===== config.mk =====
export PLATFORM = sky130hd
export DESIGN_NAME = vga_timing_iter
export DESIGN_NICKNAME = d
export VERILOG_FILES = /design/src/rtl/vga_timing_pkg.sv /design/src/rtl/vga_sync_delay.sv /design/src/rtl/vga_timing_iter.sv
export SDC_FILE = /design/constraint.sdc
export NUM_CORES = 1
export LEC_CHECK = 0
export ABC_AREA = 1
export ABC_CLOCK_PERIOD_IN_PS = 3700
export CORE_AREA = 2 2 69 71
export CTS_BUF_LIST = sky130_fd_sc_hd__clkbuf_8 sky130_fd_sc_hd__clkbuf_16
export DETAILED_ROUTE_END_ITERATION = 12
export DIE_AREA = 0 0 71 73
export GPL_ROUTABILITY_DRIVEN = 0
export PLACE_DENSITY = 0.66
export SYNTH_ARGS = -nofsm -noshare
export SYNTH_HDL_FRONTEND = slang
export SYNTH_SLANG_ARGS = --single-unit

===== constraint.sdc =====
create_clock -name clk -period 3.7 [get_ports clk]
set_input_delay 0.74 -clock clk [delete_from_list [all_inputs] [get_ports clk]]
set_output_delay 0.74 -clock clk [all_outputs]
set_load 0.005 [all_outputs]

===== src/rtl/vga_timing_pkg.sv =====
// vga_timing_pkg: shared constants and types for the VGA raster iterator.
//   - 640x480@60 default timing constants
//   - whole_size(): total positions of a line or frame (visible + porches + sync)
//   - run_state_t: RUN / HOLD state of the optional single-frame hold mode
package vga_timing_pkg;

    localparam int unsigned DEF_H_VISIBLE     = 640;
    localparam int unsigned DEF_H_FRONT_PORCH = 16;
    localparam int unsigned DEF_H_SYNC_PULSE  = 96;
    localparam int unsigned DEF_H_BACK_PORCH  = 48;
    localparam int unsigned DEF_V_VISIBLE     = 480;
    localparam int unsigned DEF_V_FRONT_PORCH = 10;
    localparam int unsigned DEF_V_SYNC_PULSE  = 2;
    localparam int unsigned DEF_V_BACK_PORCH  = 33;

    // Total raster length of one axis.
    function automatic int unsigned whole_size(
        input int unsigned visible,
        input int unsigned front_porch,
        input int unsigned sync_pulse,
        input int unsigned back_porch
    );
        return visible + front_porch + sync_pulse + back_porch;
    endfunction

    typedef enum logic {
        RUN  = 1'b0,
        HOLD = 1'b1
    } run_state_t;

endpackage


===== src/rtl/vga_sync_delay.sv =====
// vga_sync_delay: DEPTH x WIDTH shift register with synchronous reset value.
// DEPTH = 0 degenerates to a plain wire.
// Ports:
//   clk   - clock
//   reset - synchronous active-high reset, loads RESET_VAL into every stage
//   din   - data into the first stage
//   dout  - data delayed by DEPTH clocks
module vga_sync_delay #(
    parameter int unsigned       DEPTH     = 2,
    parameter int unsigned       WIDTH     = 1,
    parameter logic [WIDTH-1:0]  RESET_VAL = '0
) (
    input  logic             clk,
    input  logic             reset,
    input  logic [WIDTH-1:0] din,
    output logic [WIDTH-1:0] dout
);

    generate
        if (DEPTH == 0) begin : g_bypass
            // clk/reset are not needed when there is nothing to delay
            logic unused_bypass;
            assign unused_bypass = ^{clk, reset};
            assign dout          = din;
        end else begin : g_shift
            logic [WIDTH-1:0] stage [DEPTH];

            always_ff @(posedge clk) begin
                if (reset) begin
                    for (int i = 0; i < int'(DEPTH); i++) begin
                        stage[i] <= RESET_VAL;
                    end
                end else begin
                    stage[0] <= din;
                    for (int i = 1; i < int'(DEPTH); i++) begin
                        stage[i] <= stage[i-1];
                    end
                end
            end

            assign dout = stage[DEPTH-1];
        end
    endgenerate

endmodule


===== src/rtl/vga_timing_iter.sv =====
// vga_timing_iter: walks the full VGA raster (visible + porches + sync) one
// position per inc, producing registered x/y, wrap flags, visible, hsync and
// vsync aligned with x/y, plus a copy of visible/hsync/vsync delayed by
// PIPELINE_STAGES clocks for a downstream pixel pipeline.
//
// Optional build macro VGA_TIMING_ITER_FRAME_HOLD_EN: adds a start input and a
// RUN/HOLD mode; after reset or after each frame the raster parks at (0,0) with
// visible low and syncs inactive until start is seen.
//
// Ports:
//   clk, reset           - clock, synchronous active-high reset
//   inc                  - advance one raster position this cycle
//   start                - (hold build only) leave HOLD and run one frame
//   x, y                 - current column / line
//   x_last, y_last       - x/y at the final column / line
//   visible              - x/y inside the visible area
//   hsync, vsync         - sync outputs at the configured polarity
//   visible_d/hsync_d/vsync_d - the above delayed PIPELINE_STAGES clocks
//   frame_done           - one-cycle pulse after the frame wraps
module vga_timing_iter
    import vga_timing_pkg::*;
#(
    parameter int unsigned H_VISIBLE       = DEF_H_VISIBLE,
    parameter int unsigned H_FRONT_PORCH   = DEF_H_FRONT_PORCH,
    parameter int unsigned H_SYNC_PULSE    = DEF_H_SYNC_PULSE,
    parameter int unsigned H_BACK_PORCH    = DEF_H_BACK_PORCH,
    parameter int unsigned V_VISIBLE       = DEF_V_VISIBLE,
    parameter int unsigned V_FRONT_PORCH   = DEF_V_FRONT_PORCH,
    parameter int unsigned V_SYNC_PULSE    = DEF_V_SYNC_PULSE,
    parameter int unsigned V_BACK_PORCH    = DEF_V_BACK_PORCH,
    parameter int unsigned H_SYNC_POL      = 0,
    parameter int unsigned V_SYNC_POL      = 0,
    parameter int unsigned PIPELINE_STAGES = 2,
    localparam int unsigned H_WHOLE_LINE   =
        whole_size(H_VISIBLE, H_FRONT_PORCH, H_SYNC_PULSE, H_BACK_PORCH),
    localparam int unsigned V_WHOLE_FRAME  =
        whole_size(V_VISIBLE, V_FRONT_PORCH, V_SYNC_PULSE, V_BACK_PORCH),
    localparam int unsigned X_BITS         = $clog2(H_WHOLE_LINE),
    localparam int unsigned Y_BITS         = $clog2(V_WHOLE_FRAME)
) (
    input  logic              clk,
    input  logic              reset,
    input  logic              inc,
`ifdef VGA_TIMING_ITER_FRAME_HOLD_EN
    input  logic              start,
`endif
    output logic [X_BITS-1:0] x,
    output logic [Y_BITS-1:0] y,
    output logic              x_last,
    output logic              y_last,
    output logic              visible,
    output logic              hsync,
    output logic              vsync,
    output logic              visible_d,
    output logic              hsync_d,
    output logic              vsync_d,
    output logic              frame_done
);

    localparam logic [X_BITS-1:0] X_MAX    = X_BITS'(H_WHOLE_LINE - 1);
    localparam logic [Y_BITS-1:0] Y_MAX    = Y_BITS'(V_WHOLE_FRAME - 1);
    localparam logic [X_BITS-1:0] X_VIS    = X_BITS'(H_VISIBLE);
    localparam logic [Y_BITS-1:0] Y_VIS    = Y_BITS'(V_VISIBLE);
    localparam logic [X_BITS-1:0] HS_START = X_BITS'(H_VISIBLE + H_FRONT_PORCH);
    localparam logic [X_BITS-1:0] HS_END   =
        X_BITS'(H_VISIBLE + H_FRONT_PORCH + H_SYNC_PULSE - 1);
    localparam logic [Y_BITS-1:0] VS_START = Y_BITS'(V_VISIBLE + V_FRONT_PORCH);
    localparam logic [Y_BITS-1:0] VS_END   =
        Y_BITS'(V_VISIBLE + V_FRONT_PORCH + V_SYNC_PULSE - 1);
    localparam logic              HS_ACT   = 1'(H_SYNC_POL);
    localparam logic              VS_ACT   = 1'(V_SYNC_POL);

    logic              advance;
    logic              active_next;
    logic              wrap;
    logic [X_BITS-1:0] x_next;
    logic [Y_BITS-1:0] y_next;
    logic              visible_next;
    logic              hsync_next;
    logic              vsync_next;

`ifdef VGA_TIMING_ITER_FRAME_HOLD_EN
    localparam logic VIS_RST = 1'b0;

    run_state_t state;
    run_state_t state_next;

    // Counting only happens while a frame is being run.
    assign advance = inc && (state == RUN);

    // HOLD leaves on start; RUN returns to HOLD on wrap (start ignored in RUN).
    always_comb begin
        state_next = state;
        case (state)
            HOLD:    if (start) state_next = RUN;
            RUN:     if (wrap)  state_next = HOLD;
            default: state_next = HOLD;
        endcase
    end

    assign active_next = (state_next == RUN);
`else
    localparam logic VIS_RST = 1'b1;

    assign advance     = inc;
    assign active_next = 1'b1;
`endif

    // Next raster position; flags are derived from it so they line up with x/y.
    always_comb begin
        x_next = x;
        y_next = y;
        wrap   = advance && (x == X_MAX) && (y == Y_MAX);
        if (advance) begin
            if (x == X_MAX) begin
                x_next = '0;
                y_next = (y == Y_MAX) ? '0 : y + Y_BITS'(1);
            end else begin
                x_next = x + X_BITS'(1);
            end
        end
        visible_next = active_next && (x_next < X_VIS) && (y_next < Y_VIS);
        hsync_next   = (active_next && (x_next >= HS_START) && (x_next <= HS_END))
                       ? HS_ACT : ~HS_ACT;
        vsync_next   = (active_next && (y_next >= VS_START) && (y_next <= VS_END))
                       ? VS_ACT : ~VS_ACT;
    end

    // Position, flag and mode registers.
    always_ff @(posedge clk) begin
        if (reset) begin
            x          <= '0;
            y          <= '0;
            x_last     <= 1'b0;
            y_last     <= 1'b0;
            visible    <= VIS_RST;
            hsync      <= ~HS_ACT;
            vsync      <= ~VS_ACT;
            frame_done <= 1'b0;
`ifdef VGA_TIMING_ITER_FRAME_HOLD_EN
            state      <= HOLD;
`endif
        end else begin
            x          <= x_next;
            y          <= y_next;
            x_last     <= (x_next == X_MAX);
            y_last     <= (y_next == Y_MAX);
            visible    <= visible_next;
            hsync      <= hsync_next;
            vsync      <= vsync_next;
            frame_done <= wrap;
`ifdef VGA_TIMING_ITER_FRAME_HOLD_EN
            state      <= state_next;
`endif
        end
    end

    // Clock-based delay of the display flags; flushes to the inactive levels.
    vga_sync_delay #(
        .DEPTH     (PIPELINE_STAGES),
        .WIDTH     (3),
        .RESET_VAL ({1'b0, ~HS_ACT, ~VS_ACT})
    ) u_sync_delay (
        .clk   (clk),
        .reset (reset),
        .din   ({visible, hsync, vsync}),
        .dout  ({visible_d, hsync_d, vsync_d})
    );

endmodule


; ---- Word-level counts from Yosys, hierarchy flattened
; Memory sizes are Yosys's and may differ from the RTL's.
; Index checks and enable logic that the tools add are counted.
[totals]
rom_bits = 0
latch_bits = 0
n_memories = 1
ramBits = 6
in_bits = 3
ff_bits = 26
[memory_table]
columns = name, words, width, read_ports, rd_clocked_by_memory_dff, wr, line_no
row1 = u_sync_delay.g_shift.stage, 2, 3, 2, 0, 2, vga_sync_delay.sv:26  ; logic [WIDTH-1:0] stage [DEPTH];
[classes]
div = 0
addsub = 2
muxes = 12
multipliers = 0
shifts = 0
n_bitwise = 2
eq_ne = 4
n_reduce_logical = 5
magnitude_cmp = 6
[op_table]
columns = operator, count
row1 = two-way mux 10 bit, 5
row2 = "== test 10 bit, second input constant", 4
row3 = "adder 10 x 1 -> 10 bit, second input constant", 2
row4 = ">= comparator 10 bit, second input constant", 1
row5 = ">= comparator 10 x 9 -> 1 bit, second input constant", 1
row6 = "<= comparator 10 bit, second input constant", 1
row7 = "<= comparator 10 x 9 -> 1 bit, second input constant", 1
row8 = "< comparator 10 bit, second input constant", 1
row9 = "< comparator 10 x 9 -> 1 bit, second input constant", 1
row10 = two-way mux 3 bit, 2
row11 = logical AND 1 bit, 5
row12 = two-way mux 1 bit, 5
row13 = bitwise OR 1 bit, 2

; ---- Depth between registers and ports, before layout
; Gate-level depths: netlist of the first run.
[depth]
word_depth = 7
ltp_mapped = 14
ltp_nobuf = 14

; ---- Hierarchy
; A second synthesis of the first run with hierarchy kept.
[unflattened]
cells_unflattened = 270
hier_area_um2 = 1789.2
[by_module_without_submodules]
columns = module, instances, seq_area_each_um2, area_per_inst_um2, cells_per_inst
row1 = vga_timing_iter, 1, 520.5, 1597.8, 248
row2 = vga_sync_delay, 1, 120.1, 191.4, 22

; ---- Worst setup path before layout of the first run
; OpenSTA, ideal clock, no wires.
[synth_path]
path_kind = input -> register
start = input port inc
end = register vsync
path_slack_ps = 1823
t_required_ps = 3573
setup_ps = 127
t_arrival_ps = 1749
path_stages = 11
n_path_buf = 2
cell_sequence = buf_6 nand4_2 nor2_4 buf_8 nand3_2 nand2_2 nand2_2 nor2_2 nand2_1 nor2_2 nand4_1
[synth_between]
elab_chain_len = 4
elab_cells_between_ends = 5
classes_between = order compare (2) / mux (2) / reduce/logical (1)
[synth_rtl]
columns = item, line_no
row1 = from (decl), vga_timing_iter.sv:43  ; input logic inc,
row2 = two-way mux 10 bit *, vga_timing_iter.sv:114  ; if (advance) begin
row3 = >= comparator 10 x 9 -> 1 bit or <= comparator 10 x 9 -> 1 bit (tied branches), vga_timing_iter.sv:125  ; vsync_next = (active_next && (y_next >= VS_START) && (y_next <= VS_END))
row4 = logical AND 1 bit *, vga_timing_iter.sv:125
row5 = two-way mux 1 bit *, vga_timing_iter.sv:126  ; ? VS_ACT : ~VS_ACT;
row6 = to (signal assigned), vga_timing_iter.sv:138  ; vsync <= ~VS_ACT;
row7 = to (signal assigned), vga_timing_iter.sv:150  ; vsync <= vsync_next;
row8 = to (decl), vga_timing_iter.sv:53  ; output logic vsync,
; Every way passes the cells marked *; elsewhere a longest branch is shown, timed or not.
; A chain may end at the register's enable or synchronous reset.

; ---- Worst setup path after layout of the first run
; Same ends and word-level chain as after synthesis.

==> results by group, run 1 <==
STA
  • Final setup fails: 0
  • Worst-Margin Slew: 0.553 ns
  • Maximum clock rate: 393 MHz
  • Slew HR: 0.630
  • Skew final: 0.00909 ns
  • Final max-slew violation count: 0
  • RSZ-0062 raised after global routing: false
  • Setup_tns: 0 ns
  • Final cycle utilization of the critical path: 0.688
  • Final Hold Vio Count: 0
  • Final min period: 2.54 ns

Power
  • Leakage Power: 0.911 nW
  • Power per cell area: 329 mW/mm2
  • Maximum vdd drop: 0.000173 V

Global route
  • Largest net degree at the start of global routing: 15
  • First-pass GRT wire length: 6560 um
  • Initial antenna violation count: 0
  • Total grt overflow: 0
  • Total track usage: 0.164
  • Vias in the first global route: 1,455

Layout
  • Most common cell after layout, fill and taps aside: nand2_1
  • Final std cells w/o fill: 330
  • Synth-to-Final Area Change: 27.0%
  • Util after Layout: 0.477
  • Most frequent cells in the layout: nand2_1, inv_1, nor2_1
  • Fraction of layout cells with a size suffix above 1: 0.156
  • Net count, final: 281
  • Design area: 0.00216 mm2
  • Diodes inserted: 0

Synthesis
  • Sequential fraction of the synthesis area: 0.376
  • Primary FF master, synth: dfxtp_1
  • Library cells used by synthesis: 33
  • Cells after synthesis: 240
  • Synth warn: 0
  • Synth Net Count: 246
  • Post-Syn Area: 0.00170 mm2
  • Ys async rst share: 0
  • Post-synth EDFFs: 0
  • Mean Syn Cell Area: 7.10 um2
  • Flops & latches, synth: 32

Floorplan
  • Die height: 73 um
  • Row count: 25
  • Full die area: 0.00518 mm2
  • Die Span X: 71 um
  • Starting Density: 0.375
  • Top Ports: 32
  • Core Box Area: 0.00454 mm2

Job
  • Max_cap viols: 0

Min path
  • Hold/Removal Path Class: reg -> reg
  • Min-delay src: u_sync_delay.g_shift.stage[0][2]

Worst setup path
  • Kind of critical path: in -> reg
  • CP cell instances: clkdlybuf4s50_1, nand4_2, nor2_4, nand2_1, nor2_1, nand2_1, nand2_2, nand2_1, nor2_2, nand4_1
  • Max incr delay on CP: 0.75 ns
  • Most common cell on crit path: nand2_1
  • Worst path required time: 3.85 ns
  • CP startpoint: inc
  • Critical-path top delay cell: clkdlybuf4s50_1
  • CP max FO: 14
  • R2r startpoint: x[0]
  • Nature of the critical path startpoint: input pin
  • CP endpoint kind: flop
  • CP Data Arrival Time: 2.69 ns

Routing
  • Via/cell ratio: 4.66
  • Drt wl/cell: 11.5 um
  • Initial drt markers: 59
  • WL final: 3810 um
  • Drt first pass iters: 4
  • DRC Markers: 0
  • Detailed-route via count: 1,539
  • Detail Route Antenna Nets: 0

Clock tree
  • Post_cts resized: 0
  • Worst-skew pair later-pin latency: 0.29 ns
  • CTS Buffer Depth: 2
  • Clock root buffer: clkbuf_8
  • Worst-path clk slew: 0.06 ns
  • Clk sinks: 32
  • Post-CTS Setup Inserts: 0
  • CTS tree: built
  • CTS Hold Buffers Added: 0
  • Cts bufs inserted: 5
  • CTS H-tree lvls: 2

Place
  • Input/output buffers: 31
  • HPWL Detailed: 2910 um
  • Placed Instances: 322
  • Area post-placement: 0.00205 mm2

Status
  • Outcome: completed
==> final timing paths <==
path | to | slack [ns] | cells past startpoint
min reg2reg | u_sync_delay.g_shift.stage[0][5] | 0.40 | 2
max reg2reg | vsync | 1.69 | 12
min | u_sync_delay.g_shift.stage[0][5] | 0.40 | 2
max | vsync | 1.16 | 10
==> Yosys cell counts, types with 2 or more instances <==
cell      instances  area share
nor2_4            2       0.013
xnor2_1           2       0.010
ha_1              3       0.022
nand2_2           6       0.022
clkbuf_1          2      0.0044
nand2_1          53        0.12
nand3_2           5       0.029
xor2_1            4       0.021
or2_2             5       0.018
dfxtp_1          32        0.38
nor2_1           35       0.077
nand4_1           6       0.022
nor3_1            6       0.018
inv_2             2      0.0044
nand3_1          17       0.050
inv_1            35       0.077
nor2_2            8       0.029
a21oi_1           2      0.0059
==> final cells by class <==
type,instances,area [um2]
Fill cell,460,2370
Multi-Input combinational cell,165,877
Sequential cell,32,641
Timing Repair Buffer,32,318
Inverter,39,151
Clock buffer,5,68.8
Tap cell,54,67.6
Clock inverter,3,38.8
==> metal layers <==
metal	GRT usage	part of all wire	up-vias
li1	-	-	811
met1	0.203	0.47	681
met2	0.266	0.45	38
met3	0.0497	0.052	9
met4	0.0671	0.024	0
met5	0	0	-
==> state kept, by name, summed over array words and instances (netlist names) <==
signal / count
u_sync_delay.g_shift.stage: 6
x: 10
y_last: 1
x_last: 1
vsync: 1
visible: 1
frame_done: 1
hsync: 1
y: 10
==> logic make-up (layout without fill, tap and decap cells) <==
| kind of cell | Yosys count | in the layout | synth area share |
|---|---|---|---|
| DFF | 32 | 32 | 0.376 |
| AOI/OAI and AO/OA | 7 | 7 | 0.0264 |
| adders and majority gates | 3 | 3 | 0.0220 |
| muxes | 1 | 1 | 0.00588 |
| xor gates and xnor gates | 7 | 7 | 0.0404 |
| buffers and inverters | 43 | 79 | 0.109 |
| and+or+nand+nor | 147 | 147 | 0.420 |
==> through the flow <==
stage / hold WS (ns) / setup WS [ns] / power (W)
after floorplan: 0.388 / 1.82 / 0.000373
after global placement: 0.392 / 0.920 / 0.000384
after detailed placement: 0.393 / 0.875 / 0.000384
after CTS: 0.406 / 1.17 / 0.000717
after global routing: 0.439 / 0.977 / 0.000737
final: 0.404 / 1.16 / 0.000711
==> critical path: cells and delay by family <==
family	cells	cell delay [ns]
AND/OR/NAND/NOR	9	1.19
buffers and inverters	1	0.75
==> report_power, final <==
group | switching [W] | internal (W)
logic | 0.0000132 | 0.0000114
registers | 0.00000388 | 0.000348
clock network | 0.000138 | 0.000197
total | 0.000155 | 0.000556
Power figures use the tool's default switching activity.
==> run 2: changes to the inputs <==
--- a/config.mk
+++ b/config.mk
@@ -6,7 +6,7 @@
 export NUM_CORES = 1
 export LEC_CHECK = 0
 export ABC_AREA = 1
-export ABC_CLOCK_PERIOD_IN_PS = 3700
+export ABC_CLOCK_PERIOD_IN_PS = 2400
 export CORE_AREA = 2 2 69 71
 export CTS_BUF_LIST = sky130_fd_sc_hd__clkbuf_8 sky130_fd_sc_hd__clkbuf_16
 export DETAILED_ROUTE_END_ITERATION = 12
==> constraint.sdc (replaced) <==
create_clock -name clk -period 2.4 [get_ports clk]
set_input_delay 0.48 -clock clk [delete_from_list [all_inputs] [get_ports clk]]
set_output_delay 0.48 -clock clk [all_outputs]
set_load 0.005 [all_outputs]
==> run 2 against run 1 <==
Effect of this change: count of clock-buffer cells in the layout did not move; sequential cell count did not move; cell count rose by 1.5%; global-route usage barely moved; worst hold slack got worse by 0.0011 ns; critical path depth did not move; via count rose by 3.2%; sequential power rose by 54%; core utilization rose by 0.91 points; sequential share of layout area fell by 0.56 points; critical endpoint is now visible; largest cell class unchanged.
==> results by group, run 2 (synthesis results as in run 1) <==
STA
  • Skew final: 0.00986 ns (+0.000772 ns)
  • Setup_tns: 0 ns (unchanged)
  • Worst-Margin Slew: 0.448 ns (-0.104 ns)
  • Final cycle utilization of the critical path: 0.834
  • Slew HR: 0.699 (+0.0683)
  • RSZ-0062 raised after global routing: false
  • Maximum clock rate: 499 MHz
  • Final max-slew violation count: 0 (unchanged)
  • Final Hold Vio Count: 0 (unchanged)
  • Final min period: 2.00 ns
  • Final setup fails: 0 (unchanged)
  • Worst hold slack: 0.402 ns (-0.00109 ns)

Floorplan
  • Die Span X: 71 um (unchanged)
  • Die height: 73 um (unchanged)
  • Top Ports: 32 (unchanged)
  • Full die area: 0.00518 mm2 (unchanged)
  • Starting Density: 0.375 (unchanged)
  • Row count: 25 (unchanged)
  • Core Box Area: 0.00454 mm2 (unchanged)

Routing
  • Drt first pass iters: 4 (unchanged)
  • Detail Route Antenna Nets: 0 (unchanged)
  • Drt wl/cell: 11.7 um (+1.1%)
  • WL final: 3910 um (+2.6%)
  • Detailed-route via count: 1,589 (+3.2%)
  • Via/cell ratio: 4.74 (+1.7%)
  • Initial drt markers: 120 (+100%)
  • DRC Markers: 0 (unchanged)

Global route
  • Vias in the first global route: 1,454 (-0.069%)
  • Total track usage: 0.164 (+0.000433)
  • First-pass GRT wire length: 6710 um (+2.3%)
  • Total grt overflow: 0 (unchanged)
  • Initial antenna violation count: 0 (unchanged)
  • Largest net degree at the start of global routing: 12 (-3)

Status
  • Outcome: completed

Worst setup path
  • CP endpoint kind: flop
  • Reg2Reg Capture Point: vsync
  • Worst path required time: 2.59 ns (-1.26 ns)
  • CP startpoint: inc
  • Worst setup path end: visible
  • Nature of the critical path startpoint: input pin
  • Kind of critical path: in -> reg
  • CP Data Arrival Time: 2.19 ns (-0.50 ns)
  • CP max FO: 6 (-8)
  • R2r setup slk: 0.41 ns (-1.28 ns)
  • R2r startpoint: x[0]
  • R2r worst-path depth: 11 (-1)

Layout
  • Net count, final: 286 (+1.8%)
  • Fraction of layout cells with a size suffix above 1: 0.174 (+0.0186)
  • Area occupied by multi-input gates: 877 um2 (unchanged)
  • Fillers: 458 (-0.43%)
  • Most common cell after layout, fill and taps aside: nand2_1
  • Most frequent cells in the layout: nand2_1, inv_1, nor2_1
  • Top flop regs: x (10), y (10), u_sync_delay.g_shift.stage (6)
  • Diodes inserted: 0 (unchanged)
  • Register area: 641 um2 (unchanged)
  • Synth-to-Final Area Change: 29.4%

Clock tree
  • Clock root buffer: clkbuf_8
  • CTS Buffer Depth: 2 (unchanged)
  • CTS Hold Buffers Added: 0 (unchanged)
  • CTS H-tree lvls: 2 (unchanged)
  • Post-CTS Setup Inserts: 0 (unchanged)
  • Post_cts resized: 0 (unchanged)
  • Cts bufs inserted: 5 (unchanged)
  • CTS tree: built
  • Worst-path clk slew: 0.08 ns (+0.02 ns)
  • Clk sinks: 32 (unchanged)
  • Worst-skew pair later-pin latency: 0.29 ns (about the same)

Min path
  • Min-delay src: u_sync_delay.g_shift.stage[0][2]
  • Hold/Removal Path Class: reg -> reg

Power
  • Maximum vdd drop: 0.000366 V (+110%)
  • Power per cell area: 503 mW/mm2 (+53%)
  • Leakage Power: 0.931 nW (+2.2%)

Place
  • HPWL Detailed: 2980 um (+2.4%)
  • Input/output buffers: 31 (unchanged)

Job
  • Max_cap viols: 0 (unchanged)
## run 2: changes by cell type in the layout (fill, tap and decap cells not counted), sizes merged
cell,change
inv,-1
clkinvlp,+1
buf,+5
## run 2: metrics by stage
| stage | power (W) | util | setup WS, ns | cells | area, um2 |
|---|---|---|---|---|---|
| 2_1_floorplan | 0.000575 | - | 0.725 | 240 | 1700 |
| 3_3_place_gp | 0.000596 | 0.461 | 0.143 | 327 | 2090 |
| 3_5_place_dp | 0.000597 | 0.461 | 0.111 | 327 | 2090 |
| 4_1_cts | 0.00112 | 0.486 | 0.402 | 335 | 2200 |
| 5_1_grt | 0.00115 | 0.486 | 0.215 | 335 | 2200 |
| 6_report | 0.00111 | 0.486 | 0.397 | 335 | 2200 |
## run 2: worst min-delay path by stage
stage / end / depth (start not counted) / slack (ns)
5_1_grt: u_sync_delay.g_shift.stage[0][3] / 1 / 0.43
6_report: u_sync_delay.g_shift.stage[0][5] / 2 / 0.40
4_1_cts: u_sync_delay.g_shift.stage[0][5] / 2 / 0.40
2_1_floorplan: u_sync_delay.g_shift.stage[0][5] / 2 / 0.39
3_3_place_gp: u_sync_delay.g_shift.stage[0][5] / 2 / 0.39
3_5_place_dp: u_sync_delay.g_shift.stage[0][5] / 2 / 0.39
## run 2: final cells by class
class | count | share of cell area
repair buffers | 37 | 0.161
clock inverters | 3 | 0.0193
flip-flops and latches | 32 | 0.291
well taps | 54 | 0.0307
multi-input cells | 165 | 0.398
inverters | 39 | 0.0687
clock buffers | 5 | 0.0312
## run 2: metal layers
layer / vias to the layer above / wire length [um] / GRT usage
li1: 816 / - / -
met1: 724 / 1750 / 0.206
met2: 42 / 1900 / 0.274
met3: 7 / 186 / 0.0401
met4: 0 / 65 / 0.0608
met5: - / 0 / 0
## run 2: power breakdown
| group | internal [W] | switching, W | leakage [nW] | total, W |
|---|---|---|---|---|
| Clock | 0.000307 | 0.000217 | 0.0541 | 0.000524 |
| Sequential | 0.000536 | 0.00000598 | 0.259 | 0.000542 |
| Combinational | 0.0000208 | 0.0000211 | 0.618 | 0.0000419 |
| Total | 0.000864 | 0.000244 | 0.931 | 0.00111 |
## run 2: worst max-delay path, cell delays in order
cell	delay, ns
clkdlybuf4s50_1	0.52
buf_4	0.18
inv_2	0.05
nor2_2	0.15
nand3_2	0.11
nor3_2	0.14
xor2_1	0.27
nand2_1	0.12
a21oi_1	0.14
nor2_1	0.06
